<file path="config.mk">
export PLATFORM = sky130hd
export DESIGN_NAME = rr_grant_scheduler8_flat
export DESIGN_NICKNAME = d
export VERILOG_FILES = /design/src/rtl/rr_grant_scheduler8_pkg.sv /design/src/rtl/rr_grant_scheduler8_if.sv /design/src/rtl/rr_grant_scheduler8_decoder.sv /design/src/rtl/rr_grant_scheduler8.sv /design/src/flat_wrapper.sv
export SDC_FILE = /design/constraint.sdc
export NUM_CORES = 1
export LEC_CHECK = 0
export CELL_PAD_IN_SITES_DETAIL_PLACEMENT = 1
export CELL_PAD_IN_SITES_GLOBAL_PLACEMENT = 1
export CORE_ASPECT_RATIO = 0.7
export CORE_MARGIN = 5
export CORE_UTILIZATION = 25
export DETAILED_ROUTE_END_ITERATION = 6
export GPL_ROUTABILITY_DRIVEN = 0
export GPL_TIMING_DRIVEN = 0
export HOLD_SLACK_MARGIN = 0.12
export PLACE_DENSITY = 0.61
export SLEW_MARGIN = 20
export SYNTH_ARGS = -nofsm -noshare
export SYNTH_HDL_FRONTEND = slang
export SYNTH_SLANG_ARGS = --single-unit
</file>
<file path="constraint.sdc">
create_clock -name clk -period 3.7 [get_ports clk]
set_input_delay 0.925 -clock clk [delete_from_list [all_inputs] [get_ports clk]]
set_output_delay 0.925 -clock clk [all_outputs]
set_load 0.02 [all_outputs]
</file>
<file path="src/rtl/rr_grant_scheduler8_pkg.sv">
// rr_grant_scheduler8_pkg: shared state codes and widths for the round-robin grant scheduler
package rr_grant_scheduler8_pkg;
  localparam int N_REQ = 8;
  localparam int ID_W = 3;
  typedef enum logic {ST_IDLE = 1'b0, ST_GRANT = 1'b1} state_e;
endpackage

</file>
<file path="src/rtl/rr_grant_scheduler8_if.sv">
// rr_grant_scheduler8_if: request/grant bundle between requesters (master) and scheduler (slave)
interface rr_grant_scheduler8_if;
  import rr_grant_scheduler8_pkg::*;
  logic en;
  logic [N_REQ-1:0] req;
  logic rel;
  logic [N_REQ-1:0] gnt;
  logic gnt_valid;
  logic [ID_W-1:0] gnt_id;
  logic gnt_new;
  modport master (output en, req, rel, input gnt, gnt_valid, gnt_id, gnt_new);
  modport slave (input en, req, rel, output gnt, gnt_valid, gnt_id, gnt_new);
endinterface

</file>
<file path="src/rtl/rr_grant_scheduler8_decoder.sv">
// onehot_decoder3x8: enabled 3-to-8 one-hot decoder producing the grant vector
module onehot_decoder3x8
  import rr_grant_scheduler8_pkg::*;
(
  input  logic en_i,
  input  logic [ID_W-1:0] sel_i,
  output logic [N_REQ-1:0] y_o
);
  assign y_o = en_i ? N_REQ'(1) << sel_i : '0;
endmodule

</file>
<file path="src/rtl/rr_grant_scheduler8.sv">
// rr_grant_scheduler8: round-robin arbiter for 8 requesters with a bounded hold quantum
module rr_grant_scheduler8
  import rr_grant_scheduler8_pkg::*;
#(
  parameter int HOLD_MAX = 4
) (
  input logic clk,
  input logic reset,
  rr_grant_scheduler8_if.slave bus
);
  localparam int HW = HOLD_MAX > 1 ? $clog2(HOLD_MAX) : 1;
  state_e state_q, state_d;
  logic [ID_W-1:0] id_q, id_d, ptr_q, ptr_d, pick;
  logic [HW-1:0] hold_q, hold_d;
  logic new_q, new_d;
  logic [N_REQ-1:0] gnt, rot;
  logic expired, others, keep, any;
  onehot_decoder3x8 u_dec (.en_i(state_q == ST_GRANT), .sel_i(id_q), .y_o(gnt));
  // rotate so ptr sits at bit 0; the lowest set bit is the next owner
  always_comb begin
    rot = N_REQ'({bus.req, bus.req} >> ptr_q);
    pick = ptr_q;
    for (int i = N_REQ - 1; i >= 0; i--) pick = rot[i] ? ptr_q + ID_W'(i) : pick;
  end
  assign any = bus.en & |bus.req;
  assign expired = hold_q == HW'(HOLD_MAX - 1);
  assign others = |(bus.req & ~gnt);
  assign keep = (state_q == ST_GRANT) & bus.en & bus.req[id_q] & ~bus.rel & ~(expired & others);
  always_comb begin
    new_d = ~keep & any;
    state_d = (keep | any) ? ST_GRANT : ST_IDLE;
    id_d = new_d ? pick : keep ? id_q : '0;
    ptr_d = new_d ? pick + ID_W'(1) : ptr_q;
    hold_d = new_d ? '0 : (keep & ~expired) ? hold_q + HW'(1) : hold_q;
  end
  always_ff @(posedge clk or posedge reset) begin
    if (reset) begin
      state_q <= ST_IDLE;
      id_q <= '0;
      ptr_q <= '0;
      hold_q <= '0;
      new_q <= 1'b0;
    end else begin
      state_q <= state_d;
      id_q <= id_d;
      ptr_q <= ptr_d;
      hold_q <= hold_d;
      new_q <= new_d;
    end
  end
  assign bus.gnt = gnt;
  assign bus.gnt_valid = state_q == ST_GRANT;
  assign bus.gnt_id = id_q;
  assign bus.gnt_new = new_q;
endmodule

</file>
<file path="src/flat_wrapper.sv">
// flat-port wrapper written by rule: the top's interface ports become plain ports
module rr_grant_scheduler8_flat import rr_grant_scheduler8_pkg::*;
#(
  parameter int HOLD_MAX = 4
)
  (clk, reset, bus_en, bus_req, bus_rel, bus_gnt, bus_gnt_valid, bus_gnt_id, bus_gnt_new);
  rr_grant_scheduler8_if bus_i ();
  input logic clk;
  input logic reset;
  input wire logic [$bits(bus_i.en)-1:0] bus_en;
  input wire logic [$bits(bus_i.req)-1:0] bus_req;
  input wire logic [$bits(bus_i.rel)-1:0] bus_rel;
  output wire logic [$bits(bus_i.gnt)-1:0] bus_gnt;
  output wire logic [$bits(bus_i.gnt_valid)-1:0] bus_gnt_valid;
  output wire logic [$bits(bus_i.gnt_id)-1:0] bus_gnt_id;
  output wire logic [$bits(bus_i.gnt_new)-1:0] bus_gnt_new;
  assign bus_i.en = bus_en;
  assign bus_i.req = bus_req;
  assign bus_i.rel = bus_rel;
  assign bus_gnt = bus_i.gnt;
  assign bus_gnt_valid = bus_i.gnt_valid;
  assign bus_gnt_id = bus_i.gnt_id;
  assign bus_gnt_new = bus_i.gnt_new;
  rr_grant_scheduler8 #(.HOLD_MAX(HOLD_MAX)) u_core (.clk(clk), .reset(reset), .bus(bus_i));
endmodule
</file>
After elaboration in Yosys (flattened, before gate mapping)
Index checks and enable logic that the tools add are counted.
Widths: inputs -> output; s select.
- flip-flop bits (word level): 10
- output and inout port bits: 13
- logic and storage cells: 53
- input bits: 12
- reduce and logical (&&, ||, !) cells: 3
- equality and inequality tests: 2
- magnitude comparators: 1
- $add $sub $neg: 9
- shift operators: 2
- muxes and demuxes: 16
- bitwise gates (word level): 15
- operator list (operator ; count):
    $mux 3 ; 10
    $reduce_or 8->1 ; 2
    $shr 16x3->8 ; 1
    $add 3x3->3 const B ; 4
    $and 1x1->1 ; 8
    $and 8x8->8 ; 1
    $mux 8 ; 1
    $not 8->8 ; 1
    $shl 1x3->8 const A ; 1
    $add 3x1->3 const B ; 2
    $add 3x2->3 const B ; 2
    $lt 3x4->1 const B ; 1
    $mux 2 ; 2
    $not 1->1 ; 4
    $bmux 1 s3 ; 1
    $add 2x1->2 const B ; 1
    $eq 2x2->1 const B ; 1
    $mux 1 ; 2
    $ne 2x1->1 const B ; 1
    $reduce_bool 2->1 ; 1
    $or 1x1->1 ; 1

Longest topological paths before layout
Gate-level depths: netlist (run 1).
- word-level depth: 11
- depth in mapped cells: 14
- depth with buffers taken out: 12

By module
From an unflattened synthesis (run 1), not the netlist that was laid out.
- cell total of the unflattened synthesis: 160
- area total of the unflattened synthesis: 1473.9 µm²
- modules (own cells, without submodules) (module ; area an instance (µm²) ; instances ; cells each ; seq. area each (µm²)):
    rr_grant_scheduler8 ; 1378.8 ; 1 ; 152 ; 250.2
    onehot_decoder3x8 ; 95.1 ; 1 ; 8 ; 0.0

Worst setup path after synthesis (run 1)
OpenSTA, ideal clock, no wires.
- kind: input-to-reg
- start point: input port bus_req[7]
- end point: register u_core.ptr_q[2]
- arrival time: 2.915 ns
- library setup time: 0.133 ns
- slack: 0.653 ns
- data required time: 3.567 ns
- stages on the path: 10
- buffers on the path: 0
- cell sequence: mux4_1 -> or2_2 -> o32a_1 -> o211ai_1 -> a221o_1 -> nand2_1 -> ha_1 -> nor2_1 -> nor4b_1 -> a211oi_1
- cells in the longest elaborated chain, start to end: 10
- elaborated cells between the ends (all ways): 23
- classes of those cells: add/sub (1); shift (1); mux (10); bitwise (9); reduce/logical (2)
- RTL lines (item ; RTL line ; text):
    start, declared ; flat_wrapper.sv:11 ; input wire logic [$bits(bus_i.req)-1:0] bus_req;
    $shr 16x3->8 ; rr_grant_scheduler8.sv:21 ; rot = N_REQ'({bus.req, bus.req} >> ptr_q);
    $mux 3 (8 in series) ; rr_grant_scheduler8.sv:23 ; for (int i = N_REQ - 1; i >= 0; i--) pick = rot[i] ? ptr_q + ID_W'(i) : pick;
    $add 3x1->3 ; rr_grant_scheduler8.sv:33 ; ptr_d = new_d ? pick + ID_W'(1) : ptr_q;
    end signal, assigned ; rr_grant_scheduler8.sv:46 ; ptr_q <= ptr_d;
    end, declared ; rr_grant_scheduler8.sv:13 ; logic [ID_W-1:0] id_q, id_d, ptr_q, ptr_d, pick;
Several ways; a longest one is shown, not always the timed one. The select of a mux whose other input is x is not followed.
A chain may end at the register's enable or synchronous reset.

Worst setup path after layout (run 1)
- start point: input port bus_req[0]
- end point: register u_core.ptr_q[2]
The elaborated chain is that of the path after synthesis.

==> metrics.md, run 1 <==
| Metric | Value |
|---|---|
| Fraction of synthesized cell area taken by the top area cell type | `between 10% and 20%` |
| Clock insertion delay at the later pin of the skew report | `approximately 0.24 ns` |
| Largest incremental delay on the critical path | `approximately 0.63 ns` |
| Number of max-cap violations | `0` |
| Most common library cell in the layout ignoring fill and taps | `clkdlybuf4s50_1` |
| Via-per-instance ratio | `about 5.5` |
| HPWL after DPL | `about 3.6 mm` |
| FF+latch count, synth | `10` |
| Category of the critical setup timing path | `in -> reg` |
| Mean post-synth cell area | `8.539 um^2` |
| Number of nets in the finished design | `208` |
| Final number of hold-violating endpoints | `0` |
| Area of the placeable core | `roughly 5300 um^2` |
| Crit-path cells | `clkdlybuf4s50_1, mux4_2, or2_2, o32a_1, o211ai_1, a221o_1, nand2_1, ha_1, nor2_1, nor4b_1, a211oi_1` |
| Final slew viol count | `0` |
| Share of the core filled with cells in the final layout | `roughly a third` |
| DRC marker count from the first detailed-route iteration | `43` |
| Result of the run | `finished clean` |
| Slew of the pin with the lowest slew margin | `approximately 0.84 ns` |
| Worst min path class | `reg -> reg` |
| Number of enable-type register cells in the synthesized netlist | `0` |
| CTS hold repair buffers | `0` |
| Count of endpoints failing setup in the final report | `0` |
| Antenna diode count | `0` |
| Fraction of layout cells with a size suffix above 1 | `about 15%` |
| CTS Root Cell | `clkbuf_8` |
| Async set or reset register ratio after synthesis | `100.0%` |
| Die extent in y | `71.85 um` |
| Critical path buffer and inverter count | `1` |
| Yosys warning count | `0` |
| Seq/Total Area, Yosys | `around 18%` |
| Worst IR drop on VDD | `roughly 0.00024 V` |
| Routed WL per cell | `~18 um` |
| Clock tree sinks | `10` |
| Mapped Nets | `roughly 180` |
| Starting utilization of the core area | `25.99%` |
| First-pass GRT wire length | `just under 8 mm` |
| Worst clock skew on the final layout | `a little over 0.004 ns` |
| Critical Path Start Type | `input port` |
| IO Count | `25` |
| Highest-delay cell along the critical path | `mux4_2` |
| Reported leakage power | `just under 0.7 nW` |
| Number of global-route vias before repair | `around 1500` |
| DR DRC count | `0` |
| Initial antenna violation count | `0` |
| Netlist area before placement | `around 1400 um^2` |
| Fmax | `280.4 MHz` |
| Post-detailed-route count of antenna-violating nets | `0` |
| Count of filler cells inserted in the layout | `approximately 620` |
| Number of distinct library cell variants in the gate-level netlist after synthesis | `49` |
| CP required | `3.81 ns` |
| H-Tree Level Count | `1` |
| Total Die Area | `approximately 7100 um^2` |
| Sequential standard cell area | `250.2 um^2` |
| Tmin final | `roughly 3.6 ns` |
| Biggest area contributors in the synthesized netlist | `dfrtp_1 (18%), mux4_2 (15%), a21oi_1 (4.4%)` |
| Max_slew headroom | `between 40 and 50%` |
| Library cell with the largest summed area after synthesis | `dfrtp_1` |
| Worst setup EP type | `register` |
| DR pass1 iterations | `4` |
| Largest net degree at the start of global routing | `11` |
| Clock tree from TritonCTS | `yes` |
| Multi-input logic area | `roughly 1000 um^2` |
| Row count | `22` |
| Power per cell area | `just over 900 nW/um^2` |
| Final hold slack | `0.5456 ns` |
| Top library cells by usage in the layout, fill and taps aside | `clkdlybuf4s50_1 (24), nand2_1 (15), nor2_1 (14)` |
| Max Root-Sink Buffers | `2` |
| Critical path fanouts, max | `8` |
| Clock transition at path regs | `around 0.050 ns` |
| Post-synth top flop | `dfrtp_1` |
| Detailed-route via count | `1437` |
| I/O Buffers | `24` |
| Width of the chip | `between 90 and 100 um` |
| Top delay family on crit path | `simple AND/OR/NAND/NOR gates` |
| CTS Buf Count | `3` |
| Synth-to-Final Area Change | `30.13%` |
| Mapped Cells | `160` |
| Congestion Overflow GR | `0` |
| Gr usage total | `about an eighth` |
| Crit share post-route | `a little over nine tenths` |
| Final wirelength | `between 4 and 5 mm` |
| Arr. time, crit path | `roughly 3.7 ns` |
final timing paths:
kind | from | to | slack, ns | cells past startpoint
max | bus_req[0] | u_core.ptr_q[2]$_DFFE_PP0P_ | 0.13 | 11
min | u_core.hold_q[0]$_DFFE_PP0P_ | u_core.hold_q[0]$_DFFE_PP0P_ | 0.55 | 1
max reg2reg | u_core.ptr_q[1]$_DFFE_PP0P_ | u_core.ptr_q[2]$_DFFE_PP0P_ | 0.51 | 14
min reg2reg | u_core.hold_q[0]$_DFFE_PP0P_ | u_core.hold_q[0]$_DFFE_PP0P_ | 0.55 | 1
max in group asynchronous | reset | u_core.ptr_q[0]$_DFFE_PP0P_ | 2.43 | 2
min in group asynchronous | reset | u_core.bus.gnt_new$_DFF_PP0_ | 0.98 | 2
sequential cells by signal (all words and copies together), names as in the netlist:
register,count
u_core.bus.gnt_id,3
u_core.ptr_q,3
u_core.hold_q,2
u_core.bus.gnt_new,1
u_core.bus.gnt_valid,1
worst register-to-register path, delay by kind of cell, from the launching register on:
family | cells | cell delay (ns)
AO/OA/AOI/OAI | 5 | 0.71
adder cells (fa/ha/maj) | 2 | 0.67
buffers and inverters | 4 | 0.92
flip-flops | 1 | 0.34
AND/OR/NAND/NOR | 3 | 0.42
metrics by stage:
stage	setup TNS (ns)	worst slack [ns]	area (um^2)	cells	power, mW
after floorplan	0	0.6527	1366	160	1.091
after global placement	-0.3230	-0.2764	1697	256	1.384
after detailed placement	-0.3568	-0.2952	1697	256	1.425
after CTS	0	0.05284	1755	260	1.587
after global routing	-0.001819	-0.001819	1778	263	1.759
final	0	0.1333	1778	263	1.630
layer usage:
layer  routed length, um  vias to the layer above  global-route usage (%)
met4                  20                        0                   2.879
met5                   0                        -                       0
li1                    -                      676                       -
met2                1986                       32                   19.78
met1                2526                      725                   19.99
met3                 162                        4                   2.237
cell families after synthesis:
group,Yosys count,synth area share (%)
compound gates,53,27.47
xor+xnor,3,1.923
fa+ha+maj,4,3.663
buf+inv,20,6.410
flops,10,18.32
mux,19,23.81
simple gates,51,18.41
cell usage after synthesis, drive strengths merged, types with 2 or more instances:
master and n:
o32a 2, nand2b 3, a211oi 8, buf 3, a21oi 12, nor4b 2
nor2b 2, nor2 14, nand3b 2, ha 4, a41oi 2, mux2 5
o21ai 8, nor3 3, o211ai 2, inv 10, clkbuf 6, mux2i 4
dfrtp 10, a21o 4, a211o 2, or2 2, xnor2 2, mux4 10
nand3 3, a31oi 2, nand2 15
where the power goes:
group / internal [mW] / switching, mW
Combinational: 0.590 / 0.721
Sequential: 0.148 / 0.0338
Clock: 0.0936 / 0.0440
timing repair:
action                     in CTS  in global routing
pin swaps                       0                  1
setup endpoints to repair       1                  1
resized for setup               2                  1
cloned                          0                  0
setup buffers                   0                  3
layout make-up:
class / count / share of cell area, %
multi-input cells: 130 / 58.06
plain buffers: 9 / 2.604
clock buffers: 4 / 3.096
repair buffers: 27 / 14.78
inverters: 11 / 2.322
well taps: 72 / 5.067
flip-flops and latches: 10 / 14.07
No activity file was read; power rests on OpenSTA's default activity.
==> run 2: changes to the inputs <==
--- a/config.mk
+++ b/config.mk
@@ -7,13 +7,13 @@
 export LEC_CHECK = 0
 export CELL_PAD_IN_SITES_DETAIL_PLACEMENT = 1
 export CELL_PAD_IN_SITES_GLOBAL_PLACEMENT = 1
-export CORE_ASPECT_RATIO = 0.7
+export CORE_ASPECT_RATIO = 1.2
 export CORE_MARGIN = 5
 export CORE_UTILIZATION = 25
 export DETAILED_ROUTE_END_ITERATION = 6
 export GPL_ROUTABILITY_DRIVEN = 0
 export GPL_TIMING_DRIVEN = 0
-export HOLD_SLACK_MARGIN = 0.12
+export HOLD_SLACK_MARGIN = 0.06
 export PLACE_DENSITY = 0.61
 export SLEW_MARGIN = 20
 export SYNTH_ARGS = -nofsm -noshare
==> run 2 against run 1 <==
Maximum frequency rose by 0.55%. Critical path depth did not move. Sequential cell count did not move. Sequential share of layout area fell by 0.43 points. Hold slack got worse by 0.0036 ns. Die area fell by 0.24%. First-iteration DRC count fell by 40%. Count of clock-buffer cells in the layout did not move. Largest cell class unchanged. Largest power group unchanged.
==> metrics.md, run 2 (synthesis gave the netlist of run 1 again) <==
| Metric | Value |
|---|---|
| Result of the run | `finished clean (unchanged)` |
| CTS Root Cell | `clkbuf_8 (unchanged)` |
| Via-per-instance ratio | `5.597 (was 5.464)` |
| Fraction of layout cells with a size suffix above 1 | `18.37% (was 15.18%)` |
| DR pass1 iterations | `4 (unchanged)` |
| Arr. time, crit path | `3.68 ns (about the same)` |
| Final wirelength | `4.490 mm (was 4.695 mm)` |
| I/O Buffers | `24 (unchanged)` |
| Crit share post-route | `95.87% (was 96.40%)` |
| Most common library cell in the layout ignoring fill and taps | `clkdlybuf4s50_1 (unchanged)` |
| Final hold slack | `0.5420 ns (was 0.5456 ns)` |
| HPWL after DPL | `3.380 mm (was 3.638 mm)` |
| Post-route design area | `1834 um^2 (was 1778 um^2)` |
| Number of global-route vias before repair | `1565 (was 1498)` |
| Reported leakage power | `0.7795 nW (was 0.6841 nW)` |
| Critical Path Start Type | `input port (unchanged)` |
| Gr usage total | `12.80% (was 13.29%)` |
| Placement Cell Area | `1684 um^2 (was 1697 um^2)` |
| Clock transition at path regs | `0.05 ns (about the same)` |
| Category of the critical setup timing path | `in -> reg (unchanged)` |
| DR DRC count | `0 (unchanged)` |
| Worst min path class | `reg -> reg (unchanged)` |
| Layer carrying the most global-route usage | `met2 (was met1)` |
| First-pass GRT wire length | `7.583 mm (was 7.721 mm)` |
| Dominant cell type by count on the critical path | `a211oi_1` |
| Critical path fanouts, max | `8 (unchanged)` |
| Final slew viol count | `0 (unchanged)` |
| Worst setup EP type | `register (unchanged)` |
| Crit path setup slack, layout | `0.1530 ns (was 0.1333 ns)` |
| Fmax | `281.9 MHz (was 280.4 MHz)` |
| Clock insertion delay at the later pin of the skew report | `0.24 ns (about the same)` |
| IO Count | `25 (unchanged)` |
| Number of nets in the finished design | `213 (was 208)` |
| Post-detailed-route count of antenna-violating nets | `0 (unchanged)` |
| Total Power Consumption | `1.654 mW (was 1.630 mW)` |
| Met2 global-route usage | `21.84% (was 19.78%)` |
| Clock tree from TritonCTS | `yes (unchanged)` |
| Met3 track demand over resource in global routing | `1.386% (was 2.237%)` |
| Count of endpoints failing setup in the final report | `0 (unchanged)` |
| Total Die Area | `7050 um^2 (was 7067 um^2)` |
| Antenna diode count | `0 (unchanged)` |
| Slew of the pin with the lowest slew margin | `0.8031 ns (was 0.8443 ns)` |
| H-Tree Level Count | `1 (unchanged)` |
| Crit-path cells | `clkdlybuf4s50_1, mux4_2, a211oi_1, a21o_1, o211ai_1, a221o_1, nand2_1, ha_1, nand2b_1, a31oi_1, a211oi_1 (was clkdlybuf4s50_1, mux4_2, or2_2, o32a_1, o211ai_1, a221o_1, nand2_1, ha_1, nor2_1, nor4b_1, a211oi_1)` |
| CTS Buf Count | `3 (unchanged)` |
| Congestion Overflow GR | `0 (unchanged)` |
| Tmin final | `3.547 ns (was 3.567 ns)` |
| Detailed-route via count | `1444 (was 1437)` |
| Row count | `29 (was 22)` |
| Setup TNS Final | `0 ns (unchanged)` |
| Die extent in y | `90.99 um (was 71.85 um)` |
| Max_slew headroom | `46.21% (was 43.45%)` |
| Worst IR drop on VDD | `0.0003853 V (was 0.0002443 V)` |
| Place WS | `-0.2635 ns (was -0.2952 ns)` |
| Max Root-Sink Buffers | `2 (unchanged)` |
| Routed WL per cell | `17.40 um (was 17.85 um)` |
| DRC marker count from the first detailed-route iteration | `26 (was 43)` |
| Global-route met1 utilization | `16.39% (was 19.99%)` |
| Top library cells by usage in the layout, fill and taps aside | `clkdlybuf4s50_1 (17), nand2_1 (15), nor2_1 (14) (was clkdlybuf4s50_1 (24), nand2_1 (15), nor2_1 (14))` |
| Worst clock skew on the final layout | `0.008839 ns (was 0.004036 ns)` |
| Width of the chip | `77.49 um (was 98.36 um)` |
| Highest-delay cell along the critical path | `mux4_2 (unchanged)` |
| Number of max-cap violations | `0 (unchanged)` |
| Initial antenna violation count | `0 (unchanged)` |
| Final number of hold-violating endpoints | `0 (unchanged)` |
| Area of the placeable core | `5298 um^2 (was 5258 um^2)` |
| Power per cell area | `901.7 nW/um^2 (was 916.9 nW/um^2)` |
| Post-placement cell count | `246 (was 256)` |
| CP required | `3.83 ns (was 3.81 ns)` |
| Largest net degree at the start of global routing | `11 (unchanged)` |
| Share of the core filled with cells in the final layout | `34.62% (was 33.82%)` |
| Clock tree sinks | `10 (unchanged)` |
| Largest incremental delay on the critical path | `0.63 ns (about the same)` |
| Synth-to-Final Area Change | `34.25% (was 30.13%)` |
| Starting utilization of the core area | `25.79% (was 25.99%)` |
| Filler-free cell count of the finished design | `258 (was 263)` |
run 2: final timing paths:
kind                                                 to  depth (start not counted)                         start  slack [ns]
min                        u_core.hold_q[0]$_DFFE_PP0P_                          1  u_core.hold_q[0]$_DFFE_PP0P_        0.54
min reg2reg                u_core.hold_q[0]$_DFFE_PP0P_                          1  u_core.hold_q[0]$_DFFE_PP0P_        0.54
max                         u_core.ptr_q[2]$_DFFE_PP0P_                         11                    bus_req[6]        0.15
max reg2reg                 u_core.ptr_q[2]$_DFFE_PP0P_                         14   u_core.ptr_q[1]$_DFFE_PP0P_        0.44
max in group asynchronous   u_core.ptr_q[2]$_DFFE_PP0P_                          2                         reset        2.42
min in group asynchronous  u_core.hold_q[0]$_DFFE_PP0P_                          2                         reset        0.98
run 2: area by class of cell:
cell class | instances | area, um^2
Fill cell | 635 | 3463
Multi-Input combinational cell | 130 | 1046
Timing Repair Buffer | 32 | 317.8
Sequential cell | 10 | 250.2
Tap cell | 62 | 77.57
Clock buffer | 4 | 55.05
Buffer | 9 | 46.29
Inverter | 11 | 41.29
run 2: routing by layer:
layer	routed length, um	vias up	part of all wire [%]
met1	2045	730	46
met3	45	6	1.0
met5	0	-	0
li1	-	693	-
met2	2354	15	52
met4	44	0	0.98
run 2: what timing repair did:
item                                   CTS  global route
pin swaps                                0             0
buffers inserted                         0             8
hold buffers                             0             0
gates resized for setup                  2             9
endpoints found under the hold margin    0             0
setup endpoints to repair                1             1
run 2: report_power, final:
part	switching (mW)	leakage, nW	internal, mW
clock network	0.0426	0.0288	0.0935
registers	0.0339	0.124	0.148
logic	0.714	0.626	0.621
run 2: worst max-delay path: cells and delay by family:
family	cells	cell delay, ns
compound gates	6	1.23
fa+ha+maj	1	0.17
buf+inv	1	0.52
mux	1	0.63
simple gates	2	0.19
